File: src/rtl/flow_ctrl_fsm_if.sv
// Flow-control bundle: threshold load, FIFO status in, state/status out.
// master drives init/err_clr/thresholds/FIFO flags; slave is the FSM.
interface flow_ctrl_fsm_if #(
    parameter int NFIFO = 5,
    parameter int TW    = 8
);
    logic             init;
    logic             err_clr;
    logic [TW-1:0]    umf_in;
    logic [TW-1:0]    uvc_in;
    logic [TW-1:0]    ud_in;
    logic [NFIFO-1:0] fifo_empty;
    logic [NFIFO-1:0] fifo_error;
    logic [TW-1:0]    umf_out;
    logic [TW-1:0]    uvc_out;
    logic [TW-1:0]    ud_out;
    logic [2:0]       state;
    logic             idle_out;
    logic             active_out;
    logic             error_out;
    logic [NFIFO-1:0] error_vec;

    modport master (
        output init, err_clr, umf_in, uvc_in, ud_in,
        output fifo_empty, fifo_error,
        input  umf_out, uvc_out, ud_out,
        input  state, idle_out, active_out, error_out,
        input  error_vec
    );

    modport slave (
        input  init, err_clr, umf_in, uvc_in, ud_in,
        input  fifo_empty, fifo_error,
        output umf_out, uvc_out, ud_out,
        output state, idle_out, active_out, error_out,
        output error_vec
    );
endinterface

File: src/rtl/flow_ctrl_fsm.sv
// Flow-control FSM: loads FIFO thresholds, tracks idle/active, latches errors.
// Ports: clk, reset (async, active-high), bus (flow_ctrl_fsm_if.slave).
module flow_ctrl_fsm #(
    parameter int NFIFO    = 5,
    parameter int TW       = 8,
    parameter int IDLE_CNT = 4
) (
    input  logic           clk,
    input  logic           reset,
    flow_ctrl_fsm_if.slave bus
);

    typedef enum logic [2:0] {
        S_RESET  = 3'd0,
        S_INIT   = 3'd1,
        S_IDLE   = 3'd2,
        S_ACTIVE = 3'd3,
        S_ERROR  = 3'd4
    } state_t;

    localparam logic [7:0] LP_IDLE_CNT = 8'(IDLE_CNT);

    state_t           r_state;
    state_t           w_state_nxt;
    logic [7:0]       r_cnt;
    logic [7:0]       w_cnt_nxt;
    logic [7:0]       w_cnt_inc;
    logic [NFIFO-1:0] r_err_vec;
    logic [NFIFO-1:0] w_err_vec_nxt;
    logic [TW-1:0]    r_umf;
    logic [TW-1:0]    r_uvc;
    logic [TW-1:0]    r_ud;
    logic [TW-1:0]    w_umf_nxt;
    logic [TW-1:0]    w_uvc_nxt;
    logic [TW-1:0]    w_ud_nxt;
    logic             w_any_err;
    logic             w_all_empty;

    assign w_any_err   = |bus.fifo_error;
    assign w_all_empty = &bus.fifo_empty;

    // Saturating increment keeps the run length from wrapping.
    assign w_cnt_inc = (r_cnt == 8'hFF) ? r_cnt : r_cnt + 8'd1;

    always_ff @(posedge clk or posedge reset) begin
        if (reset) begin
            r_state   <= S_RESET;
            r_cnt     <= 8'd0;
            r_err_vec <= '0;
            r_umf     <= '0;
            r_uvc     <= '0;
            r_ud      <= '0;
        end else begin
            r_state   <= w_state_nxt;
            r_cnt     <= w_cnt_nxt;
            r_err_vec <= w_err_vec_nxt;
            r_umf     <= w_umf_nxt;
            r_uvc     <= w_uvc_nxt;
            r_ud      <= w_ud_nxt;
        end
    end

    always_comb begin
        w_state_nxt   = r_state;
        w_cnt_nxt     = 8'd0;
        w_err_vec_nxt = r_err_vec | bus.fifo_error;
        w_umf_nxt     = r_umf;
        w_uvc_nxt     = r_uvc;
        w_ud_nxt      = r_ud;

        unique case (r_state)
            S_RESET: begin
                w_state_nxt   = S_INIT;
                w_err_vec_nxt = r_err_vec;
            end
            S_INIT: begin
                w_umf_nxt = bus.umf_in;
                w_uvc_nxt = bus.uvc_in;
                w_ud_nxt  = bus.ud_in;
                if (w_any_err)
                    w_state_nxt = S_ERROR;
                else if (bus.init)
                    w_state_nxt = S_INIT;
                else
                    w_state_nxt = S_IDLE;
            end
            S_IDLE: begin
                // Counter stays 0 here so ACTIVE is always entered fresh.
                if (w_any_err)
                    w_state_nxt = S_ERROR;
                else if (bus.init)
                    w_state_nxt = S_INIT;
                else if (!w_all_empty)
                    w_state_nxt = S_ACTIVE;
            end
            S_ACTIVE: begin
                if (w_any_err) begin
                    w_state_nxt = S_ERROR;
                end else if (bus.init) begin
                    w_state_nxt = S_INIT;
                end else if (w_all_empty) begin
                    if (w_cnt_inc >= LP_IDLE_CNT)
                        w_state_nxt = S_IDLE;
                    else
                        w_cnt_nxt = w_cnt_inc;
                end
            end
            S_ERROR: begin
                // A clear coinciding with a new error restarts capture
                // from the new error bits alone.
                if (bus.err_clr) begin
                    w_err_vec_nxt = bus.fifo_error;
                    if (!w_any_err)
                        w_state_nxt = S_IDLE;
                end
            end
            default: begin
                w_state_nxt   = S_RESET;
                w_err_vec_nxt = '0;
            end
        endcase
    end

    assign bus.state      = r_state;
    assign bus.idle_out   = (r_state == S_IDLE);
    assign bus.active_out = (r_state == S_ACTIVE);
    assign bus.error_out  = (r_state == S_ERROR);
    assign bus.error_vec  = r_err_vec;
    assign bus.umf_out    = r_umf;
    assign bus.uvc_out    = r_uvc;
    assign bus.ud_out     = r_ud;

endmodule

File: src/flat_wrapper.sv
// flat-port wrapper written by rule: the top's interface ports become plain ports
module flow_ctrl_fsm_flat 
#(
    parameter int NFIFO    = 5,
    parameter int TW       = 8,
    parameter int IDLE_CNT = 4
)
  (clk, reset, bus_init, bus_err_clr, bus_umf_in, bus_uvc_in, bus_ud_in, bus_fifo_empty, bus_fifo_error, bus_umf_out, bus_uvc_out, bus_ud_out, bus_state, bus_idle_out, bus_active_out, bus_error_out, bus_error_vec);
  flow_ctrl_fsm_if #(.NFIFO(NFIFO), .TW(TW)) bus_i ();
  input  logic clk;
  input  logic reset;
  input wire logic [$bits(bus_i.init)-1:0] bus_init;
  input wire logic [$bits(bus_i.err_clr)-1:0] bus_err_clr;
  input wire logic [$bits(bus_i.umf_in)-1:0] bus_umf_in;
  input wire logic [$bits(bus_i.uvc_in)-1:0] bus_uvc_in;
  input wire logic [$bits(bus_i.ud_in)-1:0] bus_ud_in;
  input wire logic [$bits(bus_i.fifo_empty)-1:0] bus_fifo_empty;
  input wire logic [$bits(bus_i.fifo_error)-1:0] bus_fifo_error;
  output wire logic [$bits(bus_i.umf_out)-1:0] bus_umf_out;
  output wire logic [$bits(bus_i.uvc_out)-1:0] bus_uvc_out;
  output wire logic [$bits(bus_i.ud_out)-1:0] bus_ud_out;
  output wire logic [$bits(bus_i.state)-1:0] bus_state;
  output wire logic [$bits(bus_i.idle_out)-1:0] bus_idle_out;
  output wire logic [$bits(bus_i.active_out)-1:0] bus_active_out;
  output wire logic [$bits(bus_i.error_out)-1:0] bus_error_out;
  output wire logic [$bits(bus_i.error_vec)-1:0] bus_error_vec;
  assign bus_i.init = bus_init;
  assign bus_i.err_clr = bus_err_clr;
  assign bus_i.umf_in = bus_umf_in;
  assign bus_i.uvc_in = bus_uvc_in;
  assign bus_i.ud_in = bus_ud_in;
  assign bus_i.fifo_empty = bus_fifo_empty;
  assign bus_i.fifo_error = bus_fifo_error;
  assign bus_umf_out = bus_i.umf_out;
  assign bus_uvc_out = bus_i.uvc_out;
  assign bus_ud_out = bus_i.ud_out;
  assign bus_state = bus_i.state;
  assign bus_idle_out = bus_i.idle_out;
  assign bus_active_out = bus_i.active_out;
  assign bus_error_out = bus_i.error_out;
  assign bus_error_vec = bus_i.error_vec;
  flow_ctrl_fsm #(.NFIFO(NFIFO), .TW(TW), .IDLE_CNT(IDLE_CNT)) u_core (.clk(clk), .reset(reset), .bus(bus_i));
endmodule
File: config.mk
export PLATFORM = sky130hd
export DESIGN_NAME = flow_ctrl_fsm_flat
export DESIGN_NICKNAME = d
export VERILOG_FILES = /design/src/rtl/flow_ctrl_fsm_if.sv /design/src/rtl/flow_ctrl_fsm.sv /design/src/flat_wrapper.sv
export SDC_FILE = /design/constraint.sdc
export NUM_CORES = 1
export LEC_CHECK = 0
export BUFFER_PORTS_ARGS = -buffer_cell sky130_fd_sc_hd__clkbuf_2
export CORE_MARGIN = 2
export CORE_UTILIZATION = 52
export CTS_BUF_LIST = sky130_fd_sc_hd__clkbuf_4 sky130_fd_sc_hd__clkbuf_8
export DETAILED_ROUTE_END_ITERATION = 10
export GPL_ROUTABILITY_DRIVEN = 0
export PLACE_DENSITY_LB_ADDON = 0.2
export SLEW_MARGIN = 15
export SYNTH_ARGS = -nofsm -noshare
export SYNTH_HDL_FRONTEND = slang
export SYNTH_SLANG_ARGS = --single-unit
File: constraint.sdc
create_clock -name clk -period 2.6 [get_ports clk]
set_input_delay 0.52 -clock clk [delete_from_list [all_inputs] [get_ports clk]]
set_output_delay 0.52 -clock clk [all_outputs]
set_load 0.02 [all_outputs]
Yosys cells after proc, flatten, opt, wreduce, memory -nomap -nowiden. Cells that the tools add are included.

Input port bits: 38. Flip-flop bits (word level): 40.

Equal/unequal tests: 10. Add/subtract/negate cells: 1. Reductions and logical operators: 5. $lt $le $gt $ge: 1. Mux-type cells: 20. Bitwise gates (word level): 1.

Operators with widths (number): 2-to-1 mux 8 bit (6); 2-to-1 mux 3 bit (10); one-hot mux 3 bit (5 select lines) (1); one-hot mux 5 bit (3 select lines) (1); AND reduction 5 bit (2); adder 8 x 1 -> 8 bit (second input constant) (1); == test 8 bit (second input constant) (1); greater-or-equal comparator 8 x 3 -> 1 bit (second input constant) (1); != test 4 x 2 -> 1 bit (second input constant) (2); == test 3 x 2 -> 1 bit (second input constant) (2); 2-to-1 mux 5 bit (1); OR 5 bit (1); OR reduction 5 bit (1); != test 2 bit (second input constant) (2); != test 4 x 3 -> 1 bit (second input constant) (1); == test 3 x 1 -> 1 bit (second input constant) (1); == test 3 bit (second input constant) (1); logical NOT 3 bit (1); OR reduction 3 bit (1); 2-to-1 mux 2 bit (1).

Depth between registers and ports, before layout. Gate-level depths: netlist (run 1).

Depth after elaboration: 8. Mapped depth: 5.

Worst setup path before layout (run 1). OpenSTA, ideal clock, no wires.

Path kind: flip-flop to output port. From: register u_core.r_state[2], in the netlist u_core.bus.state[2]. To: output port bus_idle_out. Stages on the path, launching flop included: 3. Arrival time: 1261 ps. Slack: 819 ps. Required time: 2080 ps. Cells stage by stage: dfrtp_1 > clkbuf_1 > nor3b_1.

Longest elaborated chain between the ends: 1.

Ends and longest elaborated chain: start: declaration (RTL line flow_ctrl_fsm.sv:23) `state_t r_state;`; start signal: assignment (RTL line flow_ctrl_fsm.sv:54) `r_state <= w_state_nxt;`; == test 3 x 2 -> 1 bit (RTL line flow_ctrl_fsm.sv:125) `assign bus.idle_out = (r_state == S_IDLE);`; end: declaration (RTL line flat_wrapper.sv:23) `output wire logic [$bits(bus_i.idle_out)-1:0] bus_idle_out;`.

Every way passes these cells.

Worst setup path in the final report (run 1).
From: register u_core.r_state[1], in the netlist u_core.bus.state[1]. To: output port bus_error_out.

Longest elaborated chain between the ends: 1.

Ends and longest elaborated chain: == test 3 bit (RTL line flow_ctrl_fsm.sv:127) `assign bus.error_out = (r_state == S_ERROR);`; end: declaration (RTL line flat_wrapper.sv:25) `output wire logic [$bits(bus_i.error_out)-1:0] bus_error_out;`.

Every way passes these cells.

==> results.rst, run 1 <==
.. list-table::
   :header-rows: 1

   * - Metric
     - Value
   * - Result of the run
     - finished, final reports clean
   * - Pin count of the biggest net entering global routing
     - 41
   * - Final hold slack
     - between 200 and 300 ps
   * - Highest clock frequency the design can meet
     - ~0.46 GHz
   * - Delay contributed by the slowest stage of the critical path
     - between 400 and 500 ps
   * - Power density cells
     - ~1200 mW/mm2
   * - RSZ-0062 raised after global routing
     - no
   * - Number of max-cap violations
     - 0
   * - Clock latency reported for the late side of the worst-skew pair
     - between 300 and 400 ps
   * - Layout cells sized above 1
     - 0.527
   * - Stages on worst setup path
     - 3
   * - Number of cells on the worst reg-to-reg path
     - 3
   * - Max H-tree Level
     - 2
   * - Share of the yosys chip area belonging to registers
     - 0.614
   * - Cell row count
     - 20
   * - Sum of buffers and inverters on the critical path
     - 1
   * - Global route overflow
     - 0
   * - Post-detailed-placement half-perimeter wirelength
     - roughly 2400 um
   * - Largest fanout of any net on the critical path
     - 10
   * - Clock tree from TritonCTS
     - yes
   * - Number of enable-type register cells in the synthesized netlist
     - 0
   * - Clk slew on worst S/H paths
     - between 100 and 150 ps
   * - R2R Setup Slk
     - approximately 830 ps
   * - Count of final max-slew check failures
     - 0
   * - Leakage dissipation
     - around 1.1 nW
   * - Width of the die
     - between 50 and 60 um
   * - Top Ports
     - 73
   * - End-of-flow core utilization
     - 0.719
   * - Clk_skew
     - 7.35 ps
   * - Number of storage elements in the synthesis netlist
     - 40
   * - Syn_area_per_cell
     - about 13 um2
   * - Fraction of synthesis flops using an asynchronous set or reset pin
     - 1.00
   * - Area Growth Syn to Fin
     - 33.5%
   * - Signal arrival time at the worst endpoint
     - roughly 1700 ps
   * - Setup violators final
     - 0
   * - Count of warnings emitted by yosys
     - 0
   * - Critical path start-end classification
     - register to output port
   * - Startpoint types
     - register
   * - First drt pass iteration count
     - 4
   * - Number of antenna violations at the first check in global routing
     - 0
   * - Drc violations
     - 0
   * - Area occupied by multi-input gates
     - about 620 um2
   * - First DRT Iteration DRCs
     - between 50 and 60
   * - Measured slew at the worst slew-check pin
     - approximately 520 ps
   * - Clock period minus worst slack
     - ~2200 ps
   * - Remaining antenna violation count after routing
     - 0
   * - Clock Root Buffer
     - sky130_fd_sc_hd__clkbuf_4
   * - Sinks on Clock Net
     - 40
   * - Worst rel slew slack
     - 0.655
   * - Library cell contributing the largest single delay on the critical path
     - sky130_fd_sc_hd__dfrtp_1
   * - Overall via count from detail_route
     - approximately 1300
   * - Wire length of the first global-routing pass
     - 5250 um
   * - Post-route worst setup slack
     - between 400 and 500 ps
   * - Number of post-CTS setup repair buffers
     - 0
   * - Max clock buf depth
     - 2
   * - Count of input and output buffers
     - between 70 and 80
   * - Storage element area
     - between 0.001 and 0.0015 mm2
   * - Hold Crit Class
     - input port to async pin
   * - Top flip-flop cell by instance count after synthesis
     - sky130_fd_sc_hd__dfrtp_1
   * - Number of clock buffers inserted by TritonCTS
     - 5
   * - Die Y-Extent
     - between 50 and 60 um
   * - Hold violation total from the final report
     - 0
   * - Number of antenna cells inserted
     - 0
   * - Worst IR Drop VDD
     - between 0.0006 and 0.0007 V
   * - Synth Cell Area
     - 0.00163 mm2
   * - Critical Path Sink Type
     - output port
   * - Post-CTS Hold Buffers
     - 0
   * - Via density per instance
     - roughly 5
   * - Total routed wirelength
     - approximately 3200 um
   * - Instance count of the mapped netlist
     - 122
   * - Count of filler cells inserted in the layout
     - 234
   * - Required @ worst endpoint
     - 2080 ps
   * - Dpl ws
     - approximately 790 ps
   * - Setup TNS
     - 0 ps
   * - Placed Cells
     - around 240
   * - Total track usage
     - 0.198
   * - CTS-repair resized insts
     - 0
   * - Initial standard-cell utilization of the core
     - 0.538
   * - Final net count
     - 244
   * - Placed Area
     - about 0.0021 mm2
   * - Placeable core region
     - just over 0.003 mm2
   * - Cell-by-cell listing of the critical path
     - nor2_1 > and2_1 > clkbuf_2
   * - Via count of the first global-routing pass
     - about 1200
   * - Number of distinct library cell variants in the gate-level netlist after synthesis
     - 31
   * - Die Outline Area
     - roughly 0.0036 mm2
   * - Fin crit share
     - 0.836
   * - Final std cell area, no fill
     - about 0.0022 mm2
   * - Post-route total power
     - approximately 2.7 mW
   * - Post-route insts no fill
     - between 200 and 250
   * - Crit-path leading delay family
     - simple AND/OR/NAND/NOR gates
   * - WL/cell
     - ~13 um
==> cells in the mapped netlist, types with 2 or more instances <==
master	number	area [um2]
sky130_fd_sc_hd__dfrtp_1	40	1000
sky130_fd_sc_hd__mux2_2	24	270
sky130_fd_sc_hd__a21oi_1	10	50.1
sky130_fd_sc_hd__nor2_1	7	26.3
sky130_fd_sc_hd__o21ai_0	5	25.0
sky130_fd_sc_hd__inv_1	4	15.0
sky130_fd_sc_hd__a21o_1	3	22.5
sky130_fd_sc_hd__nor3_1	3	15.0
sky130_fd_sc_hd__buf_4	2	15.0
sky130_fd_sc_hd__nand3_1	2	10.0
sky130_fd_sc_hd__nor3b_1	2	15.0
==> final timing paths <==
kind,from,end
min in group clk,bus_ud_in[7],u_core.bus.ud_out[7]
max in group asynchronous,reset,u_core.bus.state[1]
max reg2reg,u_core.bus.state[2],u_core.bus.umf_out[0]
min reg2reg,u_core.bus.uvc_out[2],u_core.bus.uvc_out[2]
min,reset,u_core.bus.uvc_out[2]
max,u_core.bus.state[1],bus_error_out
==> layout make-up <==
cell class,count,area share
inverters,4,0.00690
flip-flops and latches,40,0.460
clock inverters,2,0.0276
well taps,44,0.0253
clock buffers,5,0.0172
multi-input cells,80,0.285
repair buffers,74,0.178
==> kinds of logic (layout without fill, tap and decap cells) <==
family          count (synthesis)  count (layout)  share of synthesized area
xor+xnor                        1               1                    0.00537
buf+inv                         7              85                     0.0207
flops                          40              40                      0.614
compound gates                 22              22                     0.0791
fa+ha+maj                       1               1                    0.00767
other cells                     1               6                    0.00230
mux                            25              25                      0.172
simple gates                   25              25                     0.0990
==> worst reg2reg max path, stage by stage (launching register included) <==
cell and delay [ps]:
sky130_fd_sc_hd__dfrtp_1 570, sky130_fd_sc_hd__nor3_4 530, sky130_fd_sc_hd__buf_12 220, sky130_fd_sc_hd__mux2_2 350
==> placed cells by master (no fill, tap or decap), drive strengths merged, types with 2 or more instances in the layout <==
cell    instances
clkbuf         77
dfrtp          40
mux2           24
a21oi          10
nor2            7
conb            6
o21ai           5
inv             4
nor3            4
a21o            3
nor3b           2
nand3           2
bufinv          2
or4             2
buf             2
==> power by group <==
part / leakage, nW / internal (mW) / switching (mW)
Clock: 0.0513 / 0.294 / 0.186
Combinational: 0.558 / 0.510 / 0.659
Sequential: 0.476 / 0.878 / 0.168
==> state kept, by name, indices dropped and copies added (netlist names) <==
name,flops
u_core.bus.ud_out,8
u_core.bus.umf_out,8
u_core.bus.uvc_out,8
u_core.r_cnt,8
u_core.bus.error_vec,5
u_core.bus.state,3
==> per-layer routing <==
metal | global-route usage | wire [um] | up-vias
li1 | - | - | 602
met1 | 0.239 | 1260 | 614
met2 | 0.335 | 1650 | 52
met3 | 0.0563 | 234 | 5
met4 | 0.0762 | 35 | 0
met5 | 0 | 0 | -
No activity file was read; power rests on OpenSTA's default activity.
==> run 2: changes to the inputs <==
--- a/config.mk
+++ b/config.mk
@@ -7,7 +7,7 @@
 export LEC_CHECK = 0
 export BUFFER_PORTS_ARGS = -buffer_cell sky130_fd_sc_hd__clkbuf_2
 export CORE_MARGIN = 2
-export CORE_UTILIZATION = 52
+export CORE_UTILIZATION = 48
 export CTS_BUF_LIST = sky130_fd_sc_hd__clkbuf_4 sky130_fd_sc_hd__clkbuf_8
 export DETAILED_ROUTE_END_ITERATION = 10
 export GPL_ROUTABILITY_DRIVEN = 0
==> constraint.sdc (replaced) <==
create_clock -name clk -period 2.1 [get_ports clk]
set_input_delay 0.42 -clock clk [delete_from_list [all_inputs] [get_ports clk]]
set_output_delay 0.42 -clock clk [all_outputs]
set_load 0.02 [all_outputs]
==> run 2 against run 1 <==
Effect of this change:
- clock power is 12% higher
- die area is 7.8% higher
- non-clock buffer count is 2 higher
- global-route usage is 0.92 points lower
- largest power group unchanged
- setup slack worse by 250 ps
- sequential power is 24% higher
- final area stayed put
- routed wire length is 2.1% higher
- clock skew is 7.5 ps higher
==> results.rst, run 2 (same netlist as run 1, synthesis figures left out) <==
.. list-table::
   :header-rows: 1

   * - Metric
     - Value
   * - Global route overflow
     - 0 (unchanged)
   * - Worst rel slew slack
     - 0.661 (+0.00593)
   * - Number of cells on the worst reg-to-reg path
     - 3 (unchanged)
   * - Hold Crit Class
     - input port to register
   * - Measured slew at the worst slew-check pin
     - 509 ps (-6.99 ps)
   * - Sinks on Clock Net
     - 40 (unchanged)
   * - Width of the die
     - 62.3 um (+3.8%)
   * - Clk slew on worst S/H paths
     - 130 ps (+20 ps)
   * - FF-to-FF Start
     - u_core.bus.state[2]
   * - Overall via count from detail_route
     - 1236 (-2.9%)
   * - Signal arrival time at the worst endpoint
     - 1500 ps (-150 ps)
   * - Critical path start-end classification
     - register to output port
   * - Startpoint types
     - register
   * - Post-CTS Hold Buffers
     - 1 (+1)
   * - Pin count of the biggest net entering global routing
     - 40 (-2.4%)
   * - Placed Cells
     - 245 (+1.2%)
   * - Result of the run
     - finished, final reports clean
   * - Clock tree from TritonCTS
     - yes
   * - Critical Path Sink Type
     - output port
   * - Hold violation total from the final report
     - 0 (unchanged)
   * - Count of input and output buffers
     - 72 (unchanged)
   * - Highest clock frequency the design can meet
     - about 0.52 GHz
   * - Post-route insts no fill
     - 254 (+2.0%)
   * - Clock Root Buffer
     - sky130_fd_sc_hd__clkbuf_4
   * - Leakage dissipation
     - 1.09 nW (+0.23%)
   * - Number of max-cap violations
     - 0 (unchanged)
   * - First drt pass iteration count
     - 3 (-1)
   * - Via count of the first global-routing pass
     - 1256 (+0.56%)
   * - WL/cell
     - 12.8 um (about the same)
   * - RSZ-0062 raised after global routing
     - no
   * - Largest fanout of any net on the critical path
     - 15 (+5)
   * - Dpl ws
     - 376 ps (-410 ps)
   * - Setup TNS
     - 0 ps (unchanged)
   * - Worst IR Drop VDD
     - 0.00113 V (+71%)
   * - Post-detailed-placement half-perimeter wirelength
     - 2340 um (-4.6%)
   * - Clock period minus worst slack
     - slightly below 2000 ps
   * - Max H-tree Level
     - 2 (unchanged)
   * - Required @ worst endpoint
     - 1680 ps (-400 ps)
   * - Most frequent cells in the layout
     - sky130_fd_sc_hd__clkbuf_2, sky130_fd_sc_hd__dfrtp_1, sky130_fd_sc_hd__mux2_2
   * - Number of stages on the worst hold path
     - 2
   * - Die Y-Extent
     - 62.3 um (+3.8%)
   * - Power density cells
     - 1500 mW/mm2 (+21%)
   * - Number of antenna cells inserted
     - 0 (unchanged)
   * - Setup violators final
     - 0 (unchanged)
   * - Final hold slack
     - 297 ps (+35.5 ps)
   * - Die Outline Area
     - 0.00388 mm2 (+7.8%)
   * - Via density per instance
     - 4.87 (-4.8%)
   * - Number of post-CTS setup repair buffers
     - 0 (unchanged)
   * - Max clock buf depth
     - 2 (unchanged)
   * - Area Growth Syn to Fin
     - 33.5% (unchanged)
   * - Count of filler cells inserted in the layout
     - 270 (+15%)
   * - Initial standard-cell utilization of the core
     - 0.492 (-0.0460)
   * - First DRT Iteration DRCs
     - 76 (+46%)
   * - Layout cells sized above 1
     - 0.529 (+0.00202)
   * - Count of final max-slew check failures
     - 0 (unchanged)
   * - Critical hold path startpoint
     - bus_umf_in[0]
   * - Capturing point of the worst reg2reg path
     - u_core.bus.ud_out[7]
   * - Fin crit share
     - 0.916
   * - Clock latency reported for the late side of the worst-skew pair
     - 350 ps (+20 ps)
   * - R2R Setup Slk
     - 450 ps (-380 ps)
   * - Most common cell after layout, fill and taps aside
     - sky130_fd_sc_hd__clkbuf_2
   * - Post-route worst setup slack
     - 177 ps (-250 ps)
   * - Top Ports
     - 73 (unchanged)
   * - Final net count
     - 246 (+0.82%)
   * - Remaining antenna violation count after routing
     - 0 (unchanged)
   * - Total routed wirelength
     - 3250 um (+2.1%)
   * - Number of clock buffers inserted by TritonCTS
     - 5 (unchanged)
   * - Wire length of the first global-routing pass
     - 5720 um (+9.0%)
   * - Drc violations
     - 0 (unchanged)
   * - CTS-repair resized insts
     - 0 (unchanged)
   * - Number of antenna violations at the first check in global routing
     - 0 (unchanged)
   * - Total track usage
     - 0.189 (-0.00921)
   * - End-of-flow core utilization
     - 0.658 (-0.0614)
   * - Placeable core region
     - 0.00331 mm2 (+9.3%)
   * - Clk_skew
     - 14.9 ps (+7.51 ps)
   * - Cell row count
     - 21 (+5.0%)
   * - Endpoint of the worst hold-timing path
     - u_core.bus.umf_out[0]
-- run 2: cell count changes in the layout (fill, tap and decap cells not counted) --
cell,change
sky130_fd_sc_hd__buf_4,+2
sky130_fd_sc_hd__buf_12,-1
sky130_fd_sc_hd__bufinv_16,-1
sky130_fd_sc_hd__clkbuf_8,+1
sky130_fd_sc_hd__clkinv_4,+1
sky130_fd_sc_hd__dlygate4sd3_1,+1
-- run 2: cell type report --
class | instances | area (um2) | area share
inverter | 4 | 15.0 | 0.00690
timing repair buffer | 76 | 393 | 0.180
clock inverter | 2 | 38.8 | 0.0178
sequential | 40 | 1000 | 0.460
multi-input combinational | 80 | 621 | 0.285
clock buffer | 6 | 51.3 | 0.0236
tap | 46 | 57.6 | 0.0264
-- run 2: through the flow --
stage                     power [mW]  cell area, um2
after global placement          2.70            2080
after floorplan                 2.26            1650
after detailed placement        2.74            2080
after CTS                       3.30            2180
after global routing            3.46            2180
final                           3.26            2180
-- run 2: metal layers --
layer	share of wire	vias to the layer above	global-route usage	wire [um]
met3	0.071	4	0.0688	229
met1	0.42	591	0.222	1350
met5	0	-	0	0
li1	-	601	-	-
met2	0.50	40	0.321	1620
met4	0.014	0	0.0667	44
-- run 2: worst max-delay path by stage --
stage | depth (start not counted) | end | start | slack (ps)
finish | 3 | bus_active_out | u_core.bus.state[2] | 180
global route | 3 | bus_active_out | u_core.bus.state[2] | 80
CTS | 3 | bus_active_out | u_core.bus.state[2] | 160
detailed placement | 5 | u_core.r_cnt[0] | bus_fifo_error[2] | 380
global placement | 5 | u_core.r_cnt[0] | bus_fifo_error[2] | 440
floorplan | 2 | bus_idle_out | u_core.bus.state[2] | 420
-- run 2: report_power, final --
part / switching (mW) / internal, mW / leakage (nW)
combinational: 0.802 / 0.621 / 0.563
clock: 0.255 / 0.285 / 0.0484
sequential: 0.209 / 1.09 / 0.476
total: 1.27 / 1.99 / 1.09
-- run 2: worst max-delay path, stage by stage (launching register included) --
cell and delay, ps:
sky130_fd_sc_hd__dfrtp_1 590, sky130_fd_sc_hd__nand3b_1 320, sky130_fd_sc_hd__inv_1 80, sky130_fd_sc_hd__clkbuf_2 160
==> run 3: changes to the inputs <==
--- a/config.mk
+++ b/config.mk
@@ -6,7 +6,7 @@
 export NUM_CORES = 1
 export LEC_CHECK = 0
 export BUFFER_PORTS_ARGS = -buffer_cell sky130_fd_sc_hd__clkbuf_2
-export CORE_MARGIN = 2
+export CORE_MARGIN = 3
 export CORE_UTILIZATION = 48
 export CTS_BUF_LIST = sky130_fd_sc_hd__clkbuf_4 sky130_fd_sc_hd__clkbuf_8
 export DETAILED_ROUTE_END_ITERATION = 10
==> run 3 against run 2 <==
Effect of this change:
- hold slack lost 240 ps
- sequential power is essentially flat
- power shrank 3.6%
- first-iteration DRC count grew 13%
- die area grew 6.5%
- critical endpoint unchanged
- largest cell class unchanged
- largest power group unchanged
==> results.rst, run 3 (same netlist as run 1, synthesis figures left out) <==
.. list-table::
   :header-rows: 1

   * - Metric
     - Value
   * - Clk slew on worst S/H paths
     - 120 ps (about the same)
   * - Largest fanout of any net on the critical path
     - 15 (unchanged)
   * - Final hold slack
     - 60.6 ps (-237 ps)
   * - Wire length of the first global-routing pass
     - 5750 um (+0.59%)
   * - First DRT Iteration DRCs
     - 86 (+13%)
   * - Area Growth Syn to Fin
     - 31.8%
   * - Initial standard-cell utilization of the core
     - 0.517 (+0.0246)
   * - Critical path start-end classification
     - register to output port
   * - Placed Cells
     - 244 (-0.41%)
   * - Die Outline Area
     - 0.00413 mm2 (+6.5%)
   * - Startpoint types
     - register
   * - Clk_skew
     - 16.7 ps (+1.80 ps)
   * - Top Ports
     - 73 (unchanged)
   * - Number of max-cap violations
     - 0 (unchanged)
   * - Critical Path Sink Type
     - output port
   * - Post-route insts no fill
     - 252 (-0.79%)
   * - Clock Root Buffer
     - sky130_fd_sc_hd__clkbuf_4
   * - Leakage dissipation
     - 1.07 nW (-1.2%)
   * - Remaining antenna violation count after routing
     - 0 (unchanged)
   * - Most common cell after layout, fill and taps aside
     - sky130_fd_sc_hd__clkbuf_2
   * - Number of clock buffers inserted by TritonCTS
     - 5 (unchanged)
   * - Pin count of the biggest net entering global routing
     - 26 (-35%)
   * - Post-detailed-placement half-perimeter wirelength
     - 2590 um (+11%)
   * - Via count of the first global-routing pass
     - 1327 (+5.7%)
   * - Cell row count
     - 20 (-4.8%)
   * - Overall via count from detail_route
     - 1282 (+3.7%)
   * - Width of the die
     - 64.3 um (+3.2%)
   * - Global route overflow
     - 0 (unchanged)
   * - Count of input and output buffers
     - 72 (unchanged)
   * - Capturing point of the worst reg2reg path
     - u_core.bus.uvc_out[3]
   * - RSZ-0062 raised after global routing
     - no
   * - Hold Crit Class
     - input port to async pin
   * - Count of final max-slew check failures
     - 0 (unchanged)
   * - Sinks on Clock Net
     - 40 (unchanged)
   * - Required @ worst endpoint
     - 1680 ps (about the same)
   * - Post-route total power
     - 3.14 mW (-3.6%)
   * - Setup violators final
     - 0 (unchanged)
   * - Clock latency reported for the late side of the worst-skew pair
     - 340 ps (about the same)
   * - R2R Setup Slk
     - 470 ps (+20 ps)
   * - Number of antenna cells inserted
     - 0 (unchanged)
   * - Most frequent cells in the layout
     - sky130_fd_sc_hd__clkbuf_2, sky130_fd_sc_hd__dfrtp_1, sky130_fd_sc_hd__mux2_2
   * - Fin crit share
     - 0.897 (-0.0184)
   * - Drc violations
     - 0 (unchanged)
   * - FF-to-FF Start
     - u_core.bus.state[2]
   * - Clock period minus worst slack
     - 1880 ps (-38.7 ps)
   * - Power density cells
     - 1460 mW/mm2 (-2.3%)
   * - Max H-tree Level
     - 2 (unchanged)
   * - Post-CTS Hold Buffers
     - 0 (-1)
   * - Result of the run
     - finished, final reports clean
   * - Highest clock frequency the design can meet
     - 0.531 GHz (+2.1%)
   * - Count of filler cells inserted in the layout
     - 267 (-1.1%)
   * - Number of cells on the worst reg-to-reg path
     - 3 (unchanged)
   * - First drt pass iteration count
     - 5 (+2)
   * - Number of antenna violations at the first check in global routing
     - 0 (unchanged)
   * - Number of post-CTS setup repair buffers
     - 0 (unchanged)
   * - CTS-repair resized insts
     - 0 (unchanged)
   * - Placeable core region
     - 0.00315 mm2 (-4.8%)
   * - Hold violation total from the final report
     - 0 (unchanged)
   * - Total track usage
     - 0.182 (-0.00699)
   * - Clock tree from TritonCTS
     - yes
   * - Final net count
     - 246 (unchanged)
   * - Worst IR Drop VDD
     - 0.000739 V (-34%)
   * - Max clock buf depth
     - 2 (unchanged)
   * - Setup TNS
     - 0 ps (unchanged)
   * - Total routed wirelength
     - 3290 um (+1.3%)
   * - End-of-flow core utilization
     - 0.681 (+0.0238)
   * - Layout cells sized above 1
     - 0.534 (+0.00481)
   * - Die Y-Extent
     - 64.3 um (+3.2%)
   * - WL/cell
     - 13.0 um (+2.1%)
   * - Signal arrival time at the worst endpoint
     - 1460 ps (-40 ps)
   * - Via density per instance
     - 5.09 (+4.5%)
run 3: changes by cell type in the layout (fill, tap and decap cells not counted):
cell                            delta
sky130_fd_sc_hd__buf_4             +1
sky130_fd_sc_hd__clkbuf_4          +1
sky130_fd_sc_hd__dlygate4sd3_1     -1
sky130_fd_sc_hd__bufinv_16         -1
sky130_fd_sc_hd__clkinv_4          -1
sky130_fd_sc_hd__clkinvlp_4        +1
run 3: report_power, final:
part / total, mW / leakage (nW) / switching (mW) / internal (mW)
clock network: 0.413 / 0.0349 / 0.236 / 0.177
logic: 1.44 / 0.564 / 0.816 / 0.621
registers: 1.29 / 0.476 / 0.205 / 1.09
run 3: area by class of cell:
class | instances | area [um2] | share of cell area
repair buffers | 76 | 390 | 0.182
flip-flops and latches | 40 | 1000 | 0.466
well taps | 44 | 55.1 | 0.0256
clock buffers | 7 | 58.8 | 0.0274
inverters | 4 | 15.0 | 0.00699
clock inverters | 1 | 7.51 | 0.00349
multi-input cells | 80 | 621 | 0.289
run 3: per-stage QoR:
step | cell area, um2 | worst slack [ps]
finish | 2150 | 216
global route | 2150 | 102
CTS | 2150 | 207
detailed placement | 2080 | 397
global placement | 2080 | 439
floorplan | 1650 | 419
run 3: how the worst max path moves through the flow:
| stage | startpoint | slack, ps | endpoint |
|---|---|---|---|
| CTS | u_core.bus.state[2] | 210 | bus_active_out |
| detailed placement | bus_fifo_error[2] | 400 | u_core.r_cnt[1] |
| finish | u_core.bus.state[2] | 220 | bus_active_out |
| global placement | bus_fifo_error[2] | 440 | u_core.r_cnt[0] |
| floorplan | u_core.bus.state[2] | 420 | bus_idle_out |
| global route | u_core.bus.state[2] | 100 | bus_active_out |
run 3: worst max-delay path, stage by stage (launching register included):
cell and delay, ps:
sky130_fd_sc_hd__dfrtp_1 570, sky130_fd_sc_hd__nand3b_1 310, sky130_fd_sc_hd__inv_1 80, sky130_fd_sc_hd__clkbuf_2 160
run 3: routing by layer:
metal | share of wire | up-vias | global-route usage | wire [um]
met1 | 0.40 | 619 | 0.210 | 1300
li1 | - | 605 | - | -
met2 | 0.51 | 49 | 0.298 | 1690
met5 | 0 | - | 0 | 0
met4 | 0.020 | 0 | 0.0897 | 67
met3 | 0.070 | 9 | 0.0668 | 229
